### src/rtl/izh_pkg.sv
// Shared fixed-point types, reset constants, saturating add and scheduler
// state encoding for the Izhikevich neuron step scheduler.
package izh_pkg;

  localparam int DW     = 17;
  localparam int FRAC_W = 8;

  typedef logic signed [DW-1:0] fix_t;

  localparam fix_t V_INIT_DEF = fix_t'(-16640);
  localparam fix_t U_INIT_DEF = fix_t'(-3328);
  localparam fix_t FIX_MAX    = {1'b0, {(DW-1){1'b1}}};
  localparam fix_t FIX_MIN    = {1'b1, {(DW-1){1'b0}}};

  typedef enum logic [2:0] {
    S_IDLE,
    S_ISSUE,
    S_WAIT,
    S_WRITE,
    S_DONE
  } sched_state_e;

  // One guard bit is enough to detect two's complement overflow of a + b.
  function automatic fix_t sat_add(input fix_t a, input fix_t b);
    logic [DW:0] s;
    s = {a[DW-1], a} + {b[DW-1], b};
    if (s[DW] != s[DW-1]) return s[DW] ? FIX_MIN : FIX_MAX;
    return fix_t'(s[DW-1:0]);
  endfunction

endpackage

### src/rtl/neuron_step_scheduler_if.sv
// Datapath bus between the scheduler (master) and the shared Izhikevich
// state_update datapath (slave).
interface neuron_step_scheduler_if;
  import izh_pkg::*;

  // dp_valid is a one-cycle issue strobe with operands held until dp_done;
  // dp_done is a one-cycle result strobe with no back-pressure either way.
  logic dp_valid;
  fix_t dp_v_in;
  fix_t dp_u_in;
  fix_t dp_i_in;
  logic dp_done;
  fix_t dp_v_out;
  fix_t dp_u_out;
  logic dp_fired;

  modport master (
    output dp_valid, dp_v_in, dp_u_in, dp_i_in,
    input  dp_done, dp_v_out, dp_u_out, dp_fired
  );

  modport slave (
    input  dp_valid, dp_v_in, dp_u_in, dp_i_in,
    output dp_done, dp_v_out, dp_u_out, dp_fired
  );
endinterface

### src/rtl/neuron_state_mem.sv
// Per-neuron v/u/accumulated-current registers with a write-back port and a
// saturating injection port; reset loads the resting state.
module neuron_state_mem
  import izh_pkg::*;
#(
  parameter int   NUM_NEURONS = 4,
  parameter int   IDX_W       = 2,
  parameter fix_t V_INIT      = V_INIT_DEF,
  parameter fix_t U_INIT      = U_INIT_DEF
) (
  input  logic             clk,
  input  logic             rst_n,
  input  logic [IDX_W-1:0] rd_idx_i,
  output fix_t             rd_v_o,
  output fix_t             rd_u_o,
  output fix_t             rd_i_o,
  input  logic             wr_en_i,
  input  logic [IDX_W-1:0] wr_idx_i,
  input  fix_t             wr_v_i,
  input  fix_t             wr_u_i,
  input  logic             inj_en_i,
  input  logic [IDX_W-1:0] inj_idx_i,
  input  fix_t             inj_cur_i
);

  fix_t v_q [NUM_NEURONS];
  fix_t u_q [NUM_NEURONS];
  fix_t i_q [NUM_NEURONS];

  assign rd_v_o = v_q[rd_idx_i];
  assign rd_u_o = u_q[rd_idx_i];
  assign rd_i_o = i_q[rd_idx_i];

  // Write-back and injection are never active together: injection is IDLE-only.
  always_ff @(posedge clk or negedge rst_n) begin
    if (!rst_n) begin
      for (int n = 0; n < NUM_NEURONS; n++) begin
        v_q[n] <= V_INIT;
        u_q[n] <= U_INIT;
        i_q[n] <= '0;
      end
    end else begin
      if (wr_en_i) begin
        v_q[wr_idx_i] <= wr_v_i;
        u_q[wr_idx_i] <= wr_u_i;
        i_q[wr_idx_i] <= '0;
      end
      if (inj_en_i) begin
        i_q[inj_idx_i] <= sat_add(i_q[inj_idx_i], inj_cur_i);
      end
    end
  end

endmodule

### src/rtl/neuron_step_scheduler.sv
// Sweeps all neurons through one shared Izhikevich datapath per step_start.
// Optional NEURON_SCHED_SPIKE_COUNT_EN adds a per-step spike_count output.
module neuron_step_scheduler
  import izh_pkg::*;
#(
  parameter int   NUM_NEURONS = 4,
  parameter int   IDX_W       = 2,
  parameter fix_t V_INIT      = V_INIT_DEF,
  parameter fix_t U_INIT      = U_INIT_DEF
) (
  input  logic                     clk,
  input  logic                     asyn_reset,
  input  logic                     step_start,
  output logic                     busy,
  output logic                     step_done,
  input  logic                     inj_valid,
  output logic                     inj_ready,
  input  logic [IDX_W-1:0]         inj_idx,
  input  fix_t                     inj_current,
  neuron_step_scheduler_if.master  dp,
  output logic                     spike_valid,
  output logic [IDX_W-1:0]         spike_idx,
`ifdef NEURON_SCHED_SPIKE_COUNT_EN
  output logic [IDX_W:0]           spike_count,
`endif
  output sched_state_e             state_dbg
);

  sched_state_e     state_q, state_d;
  logic [IDX_W-1:0] idx_q, idx_d;
  fix_t             res_v_q, res_v_d;
  fix_t             res_u_q, res_u_d;
  logic             fired_q, fired_d;

  fix_t rd_v, rd_u, rd_i;
  logic step_accept, inj_en, dp_active, wr_en;

  assign step_accept = (state_q == S_IDLE) && step_start;
  assign inj_ready   = (state_q == S_IDLE);
  assign inj_en      = inj_valid && inj_ready && (int'(inj_idx) < NUM_NEURONS);
  assign wr_en       = (state_q == S_WRITE);
  assign dp_active   = (state_q == S_ISSUE) || (state_q == S_WAIT);

  neuron_state_mem #(
    .NUM_NEURONS (NUM_NEURONS),
    .IDX_W       (IDX_W),
    .V_INIT      (V_INIT),
    .U_INIT      (U_INIT)
  ) u_mem (
    .clk       (clk),
    .rst_n     (asyn_reset),
    .rd_idx_i  (idx_q),
    .rd_v_o    (rd_v),
    .rd_u_o    (rd_u),
    .rd_i_o    (rd_i),
    .wr_en_i   (wr_en),
    .wr_idx_i  (idx_q),
    .wr_v_i    (res_v_q),
    .wr_u_i    (res_u_q),
    .inj_en_i  (inj_en),
    .inj_idx_i (inj_idx),
    .inj_cur_i (inj_current)
  );

  always_ff @(posedge clk or negedge asyn_reset) begin
    if (!asyn_reset) begin
      state_q <= S_IDLE;
      idx_q   <= '0;
      res_v_q <= '0;
      res_u_q <= '0;
      fired_q <= 1'b0;
    end else begin
      state_q <= state_d;
      idx_q   <= idx_d;
      res_v_q <= res_v_d;
      res_u_q <= res_u_d;
      fired_q <= fired_d;
    end
  end

  always_comb begin
    state_d = state_q;
    idx_d   = idx_q;
    res_v_d = res_v_q;
    res_u_d = res_u_q;
    fired_d = fired_q;
    unique case (state_q)
      S_IDLE: begin
        if (step_start) begin
          state_d = S_ISSUE;
          idx_d   = '0;
        end
      end
      S_ISSUE: state_d = S_WAIT;
      S_WAIT: begin
        if (dp.dp_done) begin
          res_v_d = dp.dp_v_out;
          res_u_d = dp.dp_u_out;
          fired_d = dp.dp_fired;
          state_d = S_WRITE;
        end
      end
      S_WRITE: begin
        if (idx_q == IDX_W'(NUM_NEURONS - 1)) begin
          state_d = S_DONE;
        end else begin
          idx_d   = idx_q + 1'b1;
          state_d = S_ISSUE;
        end
      end
      S_DONE:  state_d = S_IDLE;
      default: state_d = S_IDLE;
    endcase
  end

  // Operands are zero outside an issue so idle bus activity stays quiet.
  assign dp.dp_valid = (state_q == S_ISSUE);
  assign dp.dp_v_in  = dp_active ? rd_v : '0;
  assign dp.dp_u_in  = dp_active ? rd_u : '0;
  assign dp.dp_i_in  = dp_active ? rd_i : '0;

  assign busy        = (state_q != S_IDLE);
  assign step_done   = (state_q == S_DONE);
  assign spike_valid = wr_en && fired_q;
  assign spike_idx   = spike_valid ? idx_q : '0;
  assign state_dbg   = state_q;

`ifdef NEURON_SCHED_SPIKE_COUNT_EN
  logic [IDX_W:0] spk_cnt_q;

  always_ff @(posedge clk or negedge asyn_reset) begin
    if (!asyn_reset) begin
      spk_cnt_q <= '0;
    end else if (step_accept) begin
      spk_cnt_q <= '0;
    end else if (spike_valid) begin
      spk_cnt_q <= spk_cnt_q + 1'b1;
    end
  end

  assign spike_count = spk_cnt_q;
`else
  logic unused_accept;
  assign unused_accept = step_accept;
`endif

endmodule

### src/flat_wrapper.sv
// flat-port wrapper written by rule: the top's interface ports become plain ports
module neuron_step_scheduler_flat import izh_pkg::*;
#(
  parameter int   NUM_NEURONS = 4,
  parameter int   IDX_W       = 2,
  parameter fix_t V_INIT      = V_INIT_DEF,
  parameter fix_t U_INIT      = U_INIT_DEF
)
  (clk, asyn_reset, step_start, busy, step_done, inj_valid, inj_ready, inj_idx, inj_current, spike_valid, spike_idx, state_dbg, dp_dp_valid, dp_dp_v_in, dp_dp_u_in, dp_dp_i_in, dp_dp_done, dp_dp_v_out, dp_dp_u_out, dp_dp_fired);
  neuron_step_scheduler_if dp_i ();
  input  logic clk;
  input  logic asyn_reset;
  input  logic step_start;
  output logic busy;
  output logic step_done;
  input  logic inj_valid;
  output logic inj_ready;
  input  logic [IDX_W-1:0] inj_idx;
  input  fix_t inj_current;
  output logic spike_valid;
  output logic [IDX_W-1:0] spike_idx;
  output sched_state_e state_dbg;
  output wire logic [$bits(dp_i.dp_valid)-1:0] dp_dp_valid;
  output wire logic [$bits(dp_i.dp_v_in)-1:0] dp_dp_v_in;
  output wire logic [$bits(dp_i.dp_u_in)-1:0] dp_dp_u_in;
  output wire logic [$bits(dp_i.dp_i_in)-1:0] dp_dp_i_in;
  input wire logic [$bits(dp_i.dp_done)-1:0] dp_dp_done;
  input wire logic [$bits(dp_i.dp_v_out)-1:0] dp_dp_v_out;
  input wire logic [$bits(dp_i.dp_u_out)-1:0] dp_dp_u_out;
  input wire logic [$bits(dp_i.dp_fired)-1:0] dp_dp_fired;
  assign dp_dp_valid = dp_i.dp_valid;
  assign dp_dp_v_in = dp_i.dp_v_in;
  assign dp_dp_u_in = dp_i.dp_u_in;
  assign dp_dp_i_in = dp_i.dp_i_in;
  assign dp_i.dp_done = dp_dp_done;
  assign dp_i.dp_v_out = dp_dp_v_out;
  assign dp_i.dp_u_out = dp_dp_u_out;
  assign dp_i.dp_fired = dp_dp_fired;
  neuron_step_scheduler #(.NUM_NEURONS(NUM_NEURONS), .IDX_W(IDX_W), .V_INIT(V_INIT), .U_INIT(U_INIT)) u_core (.clk(clk), .asyn_reset(asyn_reset), .step_start(step_start), .busy(busy), .step_done(step_done), .inj_valid(inj_valid), .inj_ready(inj_ready), .inj_idx(inj_idx), .inj_current(inj_current), .dp(dp_i), .spike_valid(spike_valid), .spike_idx(spike_idx), .state_dbg(state_dbg));
endmodule
### config.mk
export PLATFORM = sky130hd
export DESIGN_NAME = neuron_step_scheduler_flat
export DESIGN_NICKNAME = d
export VERILOG_FILES = /design/src/rtl/izh_pkg.sv /design/src/rtl/neuron_step_scheduler_if.sv /design/src/rtl/neuron_state_mem.sv /design/src/rtl/neuron_step_scheduler.sv /design/src/flat_wrapper.sv
export SDC_FILE = /design/constraint.sdc
export NUM_CORES = 1
export LEC_CHECK = 0
export CORE_MARGIN = 4
export CORE_UTILIZATION = 45
export CTS_CLUSTER_DIAMETER = 100
export DETAILED_ROUTE_END_ITERATION = 6
export HOLD_SLACK_MARGIN = 0.12
export PLACE_DENSITY_LB_ADDON = 0.15
export SLEW_MARGIN = 20
export SYNTH_ARGS = -nofsm -noshare
export SYNTH_HDL_FRONTEND = slang
export SYNTH_HIERARCHICAL = 1
export SYNTH_SLANG_ARGS = --single-unit
### constraint.sdc
create_clock -name clk -period 4.08 [get_ports clk]
set_input_delay 0.408 -clock clk [delete_from_list [all_inputs] [get_ports clk]]
set_output_delay 0.408 -clock clk [all_outputs]
set_load 0.005 [all_outputs]
* Yosys cells after proc, flatten, opt, wreduce, memory -nomap -nowiden
Cells that the tools add are included.
** Storage, ports and cells
- Register bits :: 244
- Input port bits :: 59
- Output and inout bits :: 61
** Cells by class
- $add $sub $neg :: 2
- Magnitude comparators :: 4
- Equal/unequal tests :: 9
- Multiplexer cells :: 38
- Bitwise operators :: 4
- Reductions and logical operators :: 11
** Operator list (number)
- $mux 17 :: 17
- $bwmux 68 :: 3
- $bmux 17 s2 :: 4
- $mux 68 :: 2
- $and 68x68->68 :: 1
- $demux 17 s2 :: 2
- $not 68->68 :: 1
- $add 17x17->18 :: 1
- $pmux 3 s4 :: 1
- $mux 3 :: 3
- $eq 3x2->1 const B :: 2
- $ge 3x3->1 const B :: 2
- $lt 3x1->1 const B :: 2
- $mux 2 :: 3
- $ne 2x2->1 const B :: 3
- $not 2->3 :: 2
- $logic_and 1x1->1 :: 4
- $pmux 2 s2 :: 1
- $reduce_and 2->1 :: 2
- $eq 3x1->1 const B :: 1
- $eq 3x3->1 const B :: 1
- $logic_not 3->1 :: 1
- $reduce_and 3->1 :: 1
- $reduce_bool 3->1 :: 1
- other kinds (6) :: 7

* Longest topological paths before layout
Gate-level depths: netlist of the first run.
- Word-level depth :: 12
- Depth in mapped cells :: 14
- Gate-level depth less buffers :: 11

* Hierarchy
Netlist of the first run, hierarchy kept.
** By module, submodules not included
- neuron_state_mem :: instances 1, cells an instance 741, area an instance 10222.3 um^2, seq. area each 5180.0 um^2
- neuron_step_scheduler :: instances 1, cells an instance 167, area an instance 2150.8 um^2, seq. area each 1001.0 um^2

* Worst setup path after synthesis of the first run
OpenSTA, ideal clock, no wires.
- Kind :: in2reg
- Start :: in inj_idx[0]
- End :: reg u_core/u_mem/i_q[65] (netlist name)
- Setup time :: 119 ps
- Arrival :: 3708 ps
- Data required time :: 3961 ps
- Path slack :: 254 ps
- Stages :: 12
- Buffers on the path :: 3
- Cells stage by stage :: buf_1 -> buf_2 -> mux4_2 -> ha_1 -> a211oi_1 -> nor2_1 -> o41ai_1 -> o211ai_1 -> and3_4 -> buf_6 -> maj3_1 -> o21a_1
** On the way
- Word-level cells in the longest chain between the ends :: 12
- Elaborated cells between the ends (all ways) :: 19
- Those cells by class :: 1 x add/sub; 2 x order compare; 1 x eq/ne; 13 x mux; 1 x bitwise; 1 x reduce/logical
** Ends and longest elaborated chain
- start: declaration :: RTL line flat_wrapper.sv:18 : input logic [IDX_W-1:0] inj_idx;
- $not 2->3 (implied by the code) * :: RTL line neuron_state_mem.sv:49 : i_q[inj_idx_i] <= sat_add(i_q[inj_idx_i], inj_cur_i);
- $bmux 17 s2 :: RTL line neuron_state_mem.sv:49
- $mux 17 (implied by the code) (2 in series) :: RTL line neuron_state_mem.sv:49
- $add 17x17->18 :: RTL line izh_pkg.sv:26 : s = {a[DW-1], a} + {b[DW-1], b};
- $ne 1x1->1 :: RTL line izh_pkg.sv:27 : if (s[DW] != s[DW-1]) return s[DW] ? FIX_MIN : FIX_MAX;
- $mux 1 :: RTL line izh_pkg.sv:27
- $mux 1 :: RTL line neuron_state_mem.sv:48 : if (inj_en_i) begin
- $mux 17 :: RTL line izh_pkg.sv:28 : return fix_t'(s[DW-1:0]);
- $mux 17 :: RTL line neuron_state_mem.sv:48
- $bwmux 68 * :: RTL line neuron_state_mem.sv:49
- $mux 68 * :: RTL line neuron_state_mem.sv:48
- end signal: indexed assignment :: RTL line neuron_state_mem.sv:49
- end: declaration :: RTL line neuron_state_mem.sv:28 : fix_t i_q [NUM_NEURONS];
Mark *: on every way between the ends. The rest lies on a longest branch, timed or not. The select of a mux whose other input is x is not followed.
A chain may end at the register's enable or synchronous reset.

* Worst setup path after layout of the first run
- Start :: in inj_idx[0]
- End :: reg u_core/u_mem/i_q[39] (netlist name)
The elaborated chain is that of the path after synthesis.

==> reports/results.md, run 1 <==
| Step | Result | This run |
|:---|:---|:---|
| routing | Total iterations of the first detailed-routing run | 5 |
| cells and area | Most common library cell in the layout ignoring fill and taps | sky130_fd_sc_hd__dfrtp_1 |
| yosys | Most used flip-flop cell after synthesis | sky130_fd_sc_hd__dfrtp_1 |
| timing | Final Hold Slack | 451 ps |
| worst hold path | HP Class | input pin to flip-flop |
| yosys | Mean instance size in the synthesized netlist | 13.6 um2 |
| global routing | Number of global-route vias before repair | 8,443 |
| worst setup path | Standard cell with the maximum stage delay on the critical path | sky130_fd_sc_hd__mux4_2 |
| yosys | Post-synth EDFFs | 0 |
| power | Leakage power | 6.36 nW |
| timing | Number of setup violations in the final report | 0 |
| routing | Number of vias in the routed layout | 8,039 |
| yosys | Leading area contributor after synthesis | sky130_fd_sc_hd__dfrtp_1 |
| timing | Transition time at the pin with the least slew margin | 991 ps |
| clock network | Root buffer selected by CTS | sky130_fd_sc_hd__clkbuf_16 |
| timing | Number of max-slew violations in the final report | 0 |
| clock network | TritonCTS Buffers | 27 |
| power | Pwr Density | 847 nW/um2 |
| worst setup path | CP Max Fanout | 13 |
| worst setup path | Data arrival time at the worst-slack endpoint | 3950 ps |
| power | Worst supply voltage drop on vdd | 0.000489 V |
| global routing | First-pass GRT wire length | 47.9 mm |
| cells and area | Number of nets in the layout | 1,124 |
| routing | Antenna-violating nets left | 0 |
| timing | Post-Route Skew | 11.8 ps |
| place | Detail Placement HPWL | 18.9 mm |
| worst setup path | CP max stage delay | 520 ps |
| yosys | Post-synth top area share | 0.372 |
| clock network | Number of buffers on the longest clock path | 3 |
| clock network | Latest clock arrival within the worst-skew pair | 550 ps |
| worst setup path | Setup crit start kind | input pin |
| floorplanning | Overall die area | 30,200 um2 |
| power | Total Power Consumption | 0.0127 W |
| routing | Post-detailed-route wirelength per cell | 21.1 um |
| floorplanning | Placeable core area | 27,000 um2 |
| clock network | CTS Sinks | 244 |
| timing | Unrepaired setup endpoints after global routing | false |
| worst setup path | Crit Path Class | input pin to flip-flop |
| cells and area | Antenna cells | 0 |
| routing | Total Wirelength | 29.8 mm |
| place | Count of placed standard cells including taps | 1,357 |
| yosys | Cell area after synthesis | 12,400 um2 |
| worst setup path | Required arrival time at the worst endpoint | 4500 ps |
| routing | Via count normalized by instance count | 5.71 |
| status | Run status | completed |
| yosys | Net count of the mapped netlist | 986 |
| job | Reported max-cap violation count | 0 |
| cells and area | Number of cells in the finished layout apart from fillers | 1,408 |
| clock network | Resize count post-CTS | 0 |
| worst setup path | Setup crit end kind | flip-flop |
| yosys | Syn. warnings | 6 |
| yosys | Number of different library cells in the post-synthesis netlist | 65 |
| worst setup path | Kind of cell with the highest combined delay on the critical path | compound AO/OA/AOI/OAI gates |
| timing | Total negative slack for setup checks | 0 ps |
| cells and area | Area growth, synth to finish | 21.4% |
| timing | Final hold viol count | 0 |
| yosys | Cell count after synthesis | 908 |
| cells and area | Leading cell types in the layout, fill and taps excluded | sky130_fd_sc_hd__dfrtp_1 (182), sky130_fd_sc_hd__mux2_2 (141), sky130_fd_sc_hd__clkdlybuf4s50_1 (118) |
| clock network | Clock edge transition at the registers on the reported setup and hold paths | 60 ps |
| floorplanning | Row cnt | 60 |
| timing | Portion of the clock cycle consumed by the worst path in the final layout | 0.865 |
| worst setup path | Combined buffer and inverter count along the critical path | 3 |
| yosys | Fraction of registers with async set or reset after synthesis | 1.00 |
| clock network | TritonCTS clock tree | built |
| cells and area | Proportion of layout cells with a drive suffix above 1 | 0.385 |
| yosys | Portion of the post-synthesis area used by sequential elements | 0.500 |
| clock network | Hold buffer count at cts | 1 |
| cells and area | Final core occ | 0.556 |
| routing | # DRC | 0 |
| timing | Max Clock Freq | 283 MHz |
| floorplanning | Top-Level Pins | 120 |
| yosys | Cell types occupying the most area after synthesis | sky130_fd_sc_hd__dfrtp_1 (37%), sky130_fd_sc_hd__mux2_2 (13%), sky130_fd_sc_hd__dfstp_2 (13%) |
| routing | Violation count after the first detailed-route iteration | 467 |
| global routing | Total Routing Usage GR | 0.196 |
| clock network | H-tree depth reported by CTS | 1 |
| yosys | Post-synthesis sequential element count | 244 |
| global routing | Maximum number of pins on one net before global-route repair | 126 |
| worst setup path | CP cell instances | clkdlybuf4s50_1 -> buf_12 -> mux4_2 -> ha_1 -> and2_1 -> a221o_1 -> o2111ai_2 -> o211ai_2 -> a31o_1 -> buf_4 -> a2bb2oi_1 -> o21ai_0 |
| clock network | Buffers inserted during post-CTS setup optimization | 0 |
| place | Number of I/O port buffers | 119 |
| timing | Time the final worst path needs with I/O delays and setup | 3530 ps |
| floorplanning | Width of the die | 174 um |
| floorplanning | Initial core utilization | 0.458 |
| place | Routability congestion estimate | 0.836 |
| global routing | Antenna violations before repair | 2 |
| timing | Slew HR | 0.339 |
| floorplanning | Die outline height | 174 um |
| global routing | Final global-route overflow total | 0 |
[routing by layer]
| metal | track usage | share of wire |
|---|---|---|
| met1 | 0.267 | 0.44 |
| met2 | 0.334 | 0.49 |
| met3 | 0.0351 | 0.046 |
| met4 | 0.0399 | 0.020 |
| met5 | 0 | 0.0013 |
[metrics by stage]
step / area, um2 / setup WS [ps]
4_1_cts: 15000 / 571
3_5_place_dp: 14100 / -17.2
2_1_floorplan: 12400 / 254
6_report: 15000 / 551
3_3_place_gp: 14100 / 65.8
5_1_grt: 15000 / 384
[logic make-up (layout without fill, tap and decap cells)]
logic type                 count (synthesis)  count (layout)  synth area share
AOI/OAI and AO/OA                        151             151            0.0773
DFF                                      244             244             0.500
xor gates and xnor gates                  11              11           0.00779
buffers and inverters                     67             226            0.0290
and+or+nand+nor                          173             173            0.0747
muxes                                    241             241             0.290
adders and majority gates                 21              21            0.0215
[worst paths after layout]
check                                                    to                             start  cells after the start  slack [ps]
setup reg to reg             u_core/u_mem/i_q[39]$_DFF_PN0_     u_core/u_mem/i_q[3]$_DFF_PN0_                     10         740
hold reg to reg            u_core/u_mem/v_q[20]$_DFFE_PN0P_  u_core/u_mem/v_q[20]$_DFFE_PN0P_                      1         500
setup / recovery             u_core/u_mem/i_q[39]$_DFF_PN0_                        inj_idx[0]                     12         550
hold / removal              u_core/state_dbg[0]$_DFFE_PN0P_                        step_start                      3         450
max in group asynchronous  u_core/u_mem/u_q[14]$_DFFE_PN1P_                        asyn_reset                      3        2530
min in group asynchronous    u_core/u_mem/i_q[45]$_DFF_PN0_                        asyn_reset                      2         530
[final cells by class]
| class | instances | area [um2] |
|---|---|---|
| flip-flops and latches | 244 | 6190 |
| repair buffers | 165 | 1610 |
| fillers | 2285 | 12000 |
| multi-input cells | 597 | 5850 |
| well taps | 341 | 427 |
| clock buffers | 39 | 761 |
| inverters | 11 | 41.3 |
| clock inverters | 11 | 151 |
[flip-flops by register name (all words and copies together) (netlist names)]
name / flops
u_core/u_mem/i_q: 68
u_core/u_mem/u_q: 68
u_core/u_mem/v_q: 68
u_core/res_u_q: 17
u_core/res_v_q: 17
u_core/state_dbg: 3
u_core/idx_q: 2
u_core/fired_q: 1
[synth_stat cells, types with 11 or more instances]
| cell | instances |
|---|---|
| sky130_fd_sc_hd__and2_1 | 59 |
| sky130_fd_sc_hd__clkbuf_1 | 35 |
| sky130_fd_sc_hd__mux4_2 | 68 |
| sky130_fd_sc_hd__nor2_1 | 16 |
| sky130_fd_sc_hd__nand2_1 | 57 |
| sky130_fd_sc_hd__a22o_1 | 16 |
| sky130_fd_sc_hd__inv_1 | 11 |
| sky130_fd_sc_hd__dfstp_2 | 60 |
| sky130_fd_sc_hd__mux2_4 | 30 |
| sky130_fd_sc_hd__mux2_2 | 141 |
| sky130_fd_sc_hd__a21oi_1 | 30 |
| sky130_fd_sc_hd__dfrtp_1 | 184 |
| sky130_fd_sc_hd__o21ai_0 | 65 |
| sky130_fd_sc_hd__ha_1 | 18 |
[power by group]
part | total [W] | internal [W] | switching, W
clock network | 0.00247 | 0.00149 | 0.000981
registers | 0.00460 | 0.00372 | 0.000887
logic | 0.00565 | 0.00326 | 0.00238
total | 0.0127 | 0.00847 | 0.00425
[tightest hold or removal path: cells and delay by family]
kind | cells | cell delay, ps
simple gates | 1 | 70
buf+inv | 1 | 430
compound gates | 1 | 50
Power figures use the tool's default switching activity.
==> run 2, diff against run 1 <==
--- a/config.mk
+++ b/config.mk
@@ -9,6 +9,7 @@
 export CORE_UTILIZATION = 45
 export CTS_CLUSTER_DIAMETER = 100
 export DETAILED_ROUTE_END_ITERATION = 6
+export GPL_ROUTABILITY_DRIVEN = 0
 export HOLD_SLACK_MARGIN = 0.12
 export PLACE_DENSITY_LB_ADDON = 0.15
 export SLEW_MARGIN = 20
==> results of run 2 <==
The final DEF is identical to that of run 1; final timing and power are the same.
==> run 3, diff against run 2 <==
--- a/config.mk
+++ b/config.mk
@@ -9,6 +9,7 @@
 export CORE_UTILIZATION = 45
 export CTS_CLUSTER_DIAMETER = 100
 export DETAILED_ROUTE_END_ITERATION = 6
+export DONT_BUFFER_PORTS = 1
 export GPL_ROUTABILITY_DRIVEN = 0
 export HOLD_SLACK_MARGIN = 0.12
 export PLACE_DENSITY_LB_ADDON = 0.15
==> reports/results.md, run 3 (same netlist as run 1, synthesis figures left out) <==
| Step | Result | This run | Delta |
|:---|:---|:---|:---|
| status | Run status | finished, violations left | was completed |
| status | Failing checks | hold timing |  |
| worst setup path | Terminus of the critical flop-to-flop path | u_core/u_mem/i_q[11]$_DFF_PN0_ | was u_core/u_mem/i_q[39]$_DFF_PN0_ |
| floorplanning | Die outline height | 174 um | unchanged |
| cells and area | Cell area after layout | 13,900 um2 | was 15,000 um2 |
| cells and area | Proportion of layout cells with a drive suffix above 1 | 0.400 | was 0.385 |
| global routing | Antenna violations before repair | 2 | unchanged |
| cells and area | Storage element area | 6190 um2 | unchanged |
| global routing | Number of global-route vias before repair | 8,094 | was 8,443 |
| worst hold path | HP Class | input pin to async pin | was input pin to flip-flop |
| cells and area | Most common library cell in the layout ignoring fill and taps | sky130_fd_sc_hd__dfrtp_1 | unchanged |
| routing | Via count normalized by instance count | 5.87 | was 5.71 |
| clock network | Number of buffers on the longest clock path | 3 | unchanged |
| worst setup path | Required arrival time at the worst endpoint | 4480 ps | was 4500 ps |
| place | Count of placed standard cells including taps | 1,212 | was 1,357 |
| cells and area | Leading cell types in the layout, fill and taps excluded | sky130_fd_sc_hd__dfrtp_1 (182), sky130_fd_sc_hd__mux2_2 (141), sky130_fd_sc_hd__mux4_2 (68) | was sky130_fd_sc_hd__dfrtp_1 (182), sky130_fd_sc_hd__mux2_2 (141), sky130_fd_sc_hd__clkdlybuf4s50_1 (118) |
| timing | Transition time at the pin with the least slew margin | 933 ps | was 991 ps |
| timing | Number of max-slew violations in the final report | 0 | unchanged |
| timing | Number of setup violations in the final report | 0 | unchanged |
| cells and area | Number of cells in the finished layout apart from fillers | 1,299 | was 1,408 |
| floorplanning | Overall die area | 30,200 um2 | unchanged |
| global routing | Maximum number of pins on one net before global-route repair | 245 | was 126 |
| clock network | Buffers inserted during post-CTS setup optimization | 0 | unchanged |
| clock network | Resize count post-CTS | 0 | unchanged |
| global routing | GRT met3 Usage | 0.0397 | was 0.0351 |
| routing | Post-detailed-route wirelength per cell | 22.4 um | was 21.1 um |
| floorplanning | Top-Level Pins | 120 | unchanged |
| timing | Unrepaired setup endpoints after global routing | false | unchanged |
| worst setup path | Setup crit end kind | flip-flop | unchanged |
| clock network | Latest clock arrival within the worst-skew pair | 560 ps | was 550 ps |
| cells and area | Fillers | 2,337 | was 2,285 |
| routing | Total iterations of the first detailed-routing run | 5 | unchanged |
| clock network | Root buffer selected by CTS | sky130_fd_sc_hd__clkbuf_16 | unchanged |
| routing | Total Wirelength | 29.1 mm | was 29.8 mm |
| worst setup path | Data arrival time at the worst-slack endpoint | 3810 ps | was 3950 ps |
| power | Pwr Density | 843 nW/um2 | was 847 nW/um2 |
| global routing | Final global-route overflow total | 0 | unchanged |
| routing | Violation count after the first detailed-route iteration | 547 | was 467 |
| power | Worst supply voltage drop on vdd | 0.000411 V | was 0.000489 V |
| place | Detail Placement HPWL | 18.1 mm | was 18.9 mm |
| place | Number of I/O port buffers | 0 | was 119 |
| clock network | CTS Sinks | 244 | unchanged |
| worst setup path | CP Max Fanout | 25 | was 13 |
| worst setup path | Number of cells on the worst reg-to-reg path | 11 | was 10 |
| place | Cell Area, Placed | 12,600 um2 | was 14,100 um2 |
| routing | Antenna-violating nets left | 0 | unchanged |
| job | Reported max-cap violation count | 0 | unchanged |
| floorplanning | Row cnt | 60 | unchanged |
| worst setup path | Crit path from | u_core/u_mem/i_q[3]$_DFF_PN0_ | was inj_idx[0] |
| global routing | Total Routing Usage GR | 0.193 | was 0.196 |
| clock network | H-tree depth reported by CTS | 1 | unchanged |
| timing | Portion of the clock cycle consumed by the worst path in the final layout | 0.836 | was 0.865 |
| cells and area | Area growth, synth to finish | 12.6% | was 21.4% |
| timing | Max Clock Freq | 293 MHz | was 283 MHz |
| floorplanning | Width of the die | 174 um | unchanged |
| routing | # DRC | 0 | unchanged |
| global routing | Busiest layer in global routing | met2 | unchanged |
| clock network | Clock edge transition at the registers on the reported setup and hold paths | 60 ps | about the same |
| global routing | First-pass GRT wire length | 47.0 mm | was 47.9 mm |
| global routing | Met2 routing resource usage after global routing | 0.323 | was 0.334 |
| clock network | TritonCTS clock tree | built | unchanged |
| timing | Final hold viol count | 213 | was 0 |
| cells and area | Number of nets in the layout | 1,015 | was 1,124 |
| clock network | TritonCTS Buffers | 28 | was 27 |
| clock network | Hold buffer count at cts | 36 | was 1 |
| cells and area | Largest registers | u_core/u_mem/i_q: 68 flops, u_core/u_mem/u_q: 68 flops, u_core/u_mem/v_q: 68 flops | unchanged |
| worst setup path | Register-to-register setup slack | 670 ps | was 740 ps |
| global routing | Met1 GRT Util | 0.266 | was 0.267 |
| timing | Post-Route Skew | 23.3 ps | was 11.8 ps |
| timing | Total negative slack for setup checks | 0 ps | unchanged |
| timing | Time the final worst path needs with I/O delays and setup | 3410 ps | was 3530 ps |
| cells and area | Total area of multi-input combinational cells | 5850 um2 | about the same |
| worst setup path | Setup crit start kind | flip-flop | was input pin |
| timing | Slew HR | 0.378 | was 0.339 |
| floorplanning | Initial core utilization | 0.458 | unchanged |
| worst setup path | Crit Path Class | flip-flop to flip-flop | was input pin to flip-flop |
| worst setup path | Startpoint of the worst-slack reg-to-reg timing path | u_core/u_mem/i_q[3]$_DFF_PN0_ | unchanged |
| timing | Final Hold Slack | -432 ps | was 451 ps |
| routing | Number of vias in the routed layout | 7,621 | was 8,039 |
| floorplanning | Placeable core area | 27,000 um2 | unchanged |
| power | Leakage power | 5.92 nW | was 6.36 nW |
==> run 3: worst max path at each step <==
stage / to / cells after the start
after floorplan: u_core/u_mem/i_q[65]$_DFF_PN0_ / 12
after global placement: u_core/u_mem/i_q[17]$_DFF_PN0_ / 10
after detailed placement: u_core/u_mem/i_q[57]$_DFF_PN0_ / 12
after CTS: u_core/u_mem/i_q[5]$_DFF_PN0_ / 11
after global routing: u_core/u_mem/i_q[35]$_DFF_PN0_ / 9
final: u_core/u_mem/i_q[11]$_DFF_PN0_ / 11
==> run 3: stage by stage <==
| step | hold WS, ps | utilization | setup WS (ps) | power, W |
|---|---|---|---|---|
| after floorplan | 112 | - | 254 | 0.00815 |
| after global placement | 125 | 0.468 | 710 | 0.00927 |
| after detailed placement | 122 | 0.468 | 617 | 0.00933 |
| after CTS | -467 | 0.515 | 667 | 0.0119 |
| after global routing | -458 | 0.515 | 429 | 0.0125 |
| final | -432 | 0.515 | 668 | 0.0117 |
==> run 3: power breakdown <==
group | total (W) | internal (W) | switching, W | leakage (nW)
logic | 0.00468 | 0.00248 | 0.00220 | 2.53
registers | 0.00458 | 0.00372 | 0.000867 | 2.94
clock network | 0.00247 | 0.00149 | 0.000987 | 0.448
==> run 3: layout make-up <==
cell class,instances,share of cell area
repair buffers,55,0.0361
multi-input cells,597,0.420
well taps,341,0.0306
clock buffers,43,0.0579
inverters,11,0.00296
diodes,1,0.000180
flip-flops and latches,244,0.444
clock inverters,7,0.00791
==> run 3: routing by layer <==
| layer | routed length [um] | part of all wire | vias to the layer above |
|---|---|---|---|
| met5 | 8 | 0.00027 | - |
| met4 | 501 | 0.017 | 2 |
| met3 | 1480 | 0.051 | 40 |
| met2 | 14400 | 0.49 | 179 |
| met1 | 12700 | 0.44 | 3986 |
| li1 | - | - | 3414 |
==> run 3: worst max-delay path, cell delays in order (launching register included) <==
cell and delay, ps:
sky130_fd_sc_hd__dfrtp_1 390, sky130_fd_sc_hd__mux4_2 470, sky130_fd_sc_hd__ha_1 340, sky130_fd_sc_hd__and2_1 190, sky130_fd_sc_hd__a221o_1 380, sky130_fd_sc_hd__o2111ai_2 230, sky130_fd_sc_hd__o211ai_2 180, sky130_fd_sc_hd__a31o_1 270
sky130_fd_sc_hd__buf_4 230, sky130_fd_sc_hd__o21ai_0 260, sky130_fd_sc_hd__buf_4 210, sky130_fd_sc_hd__o21ai_0 100
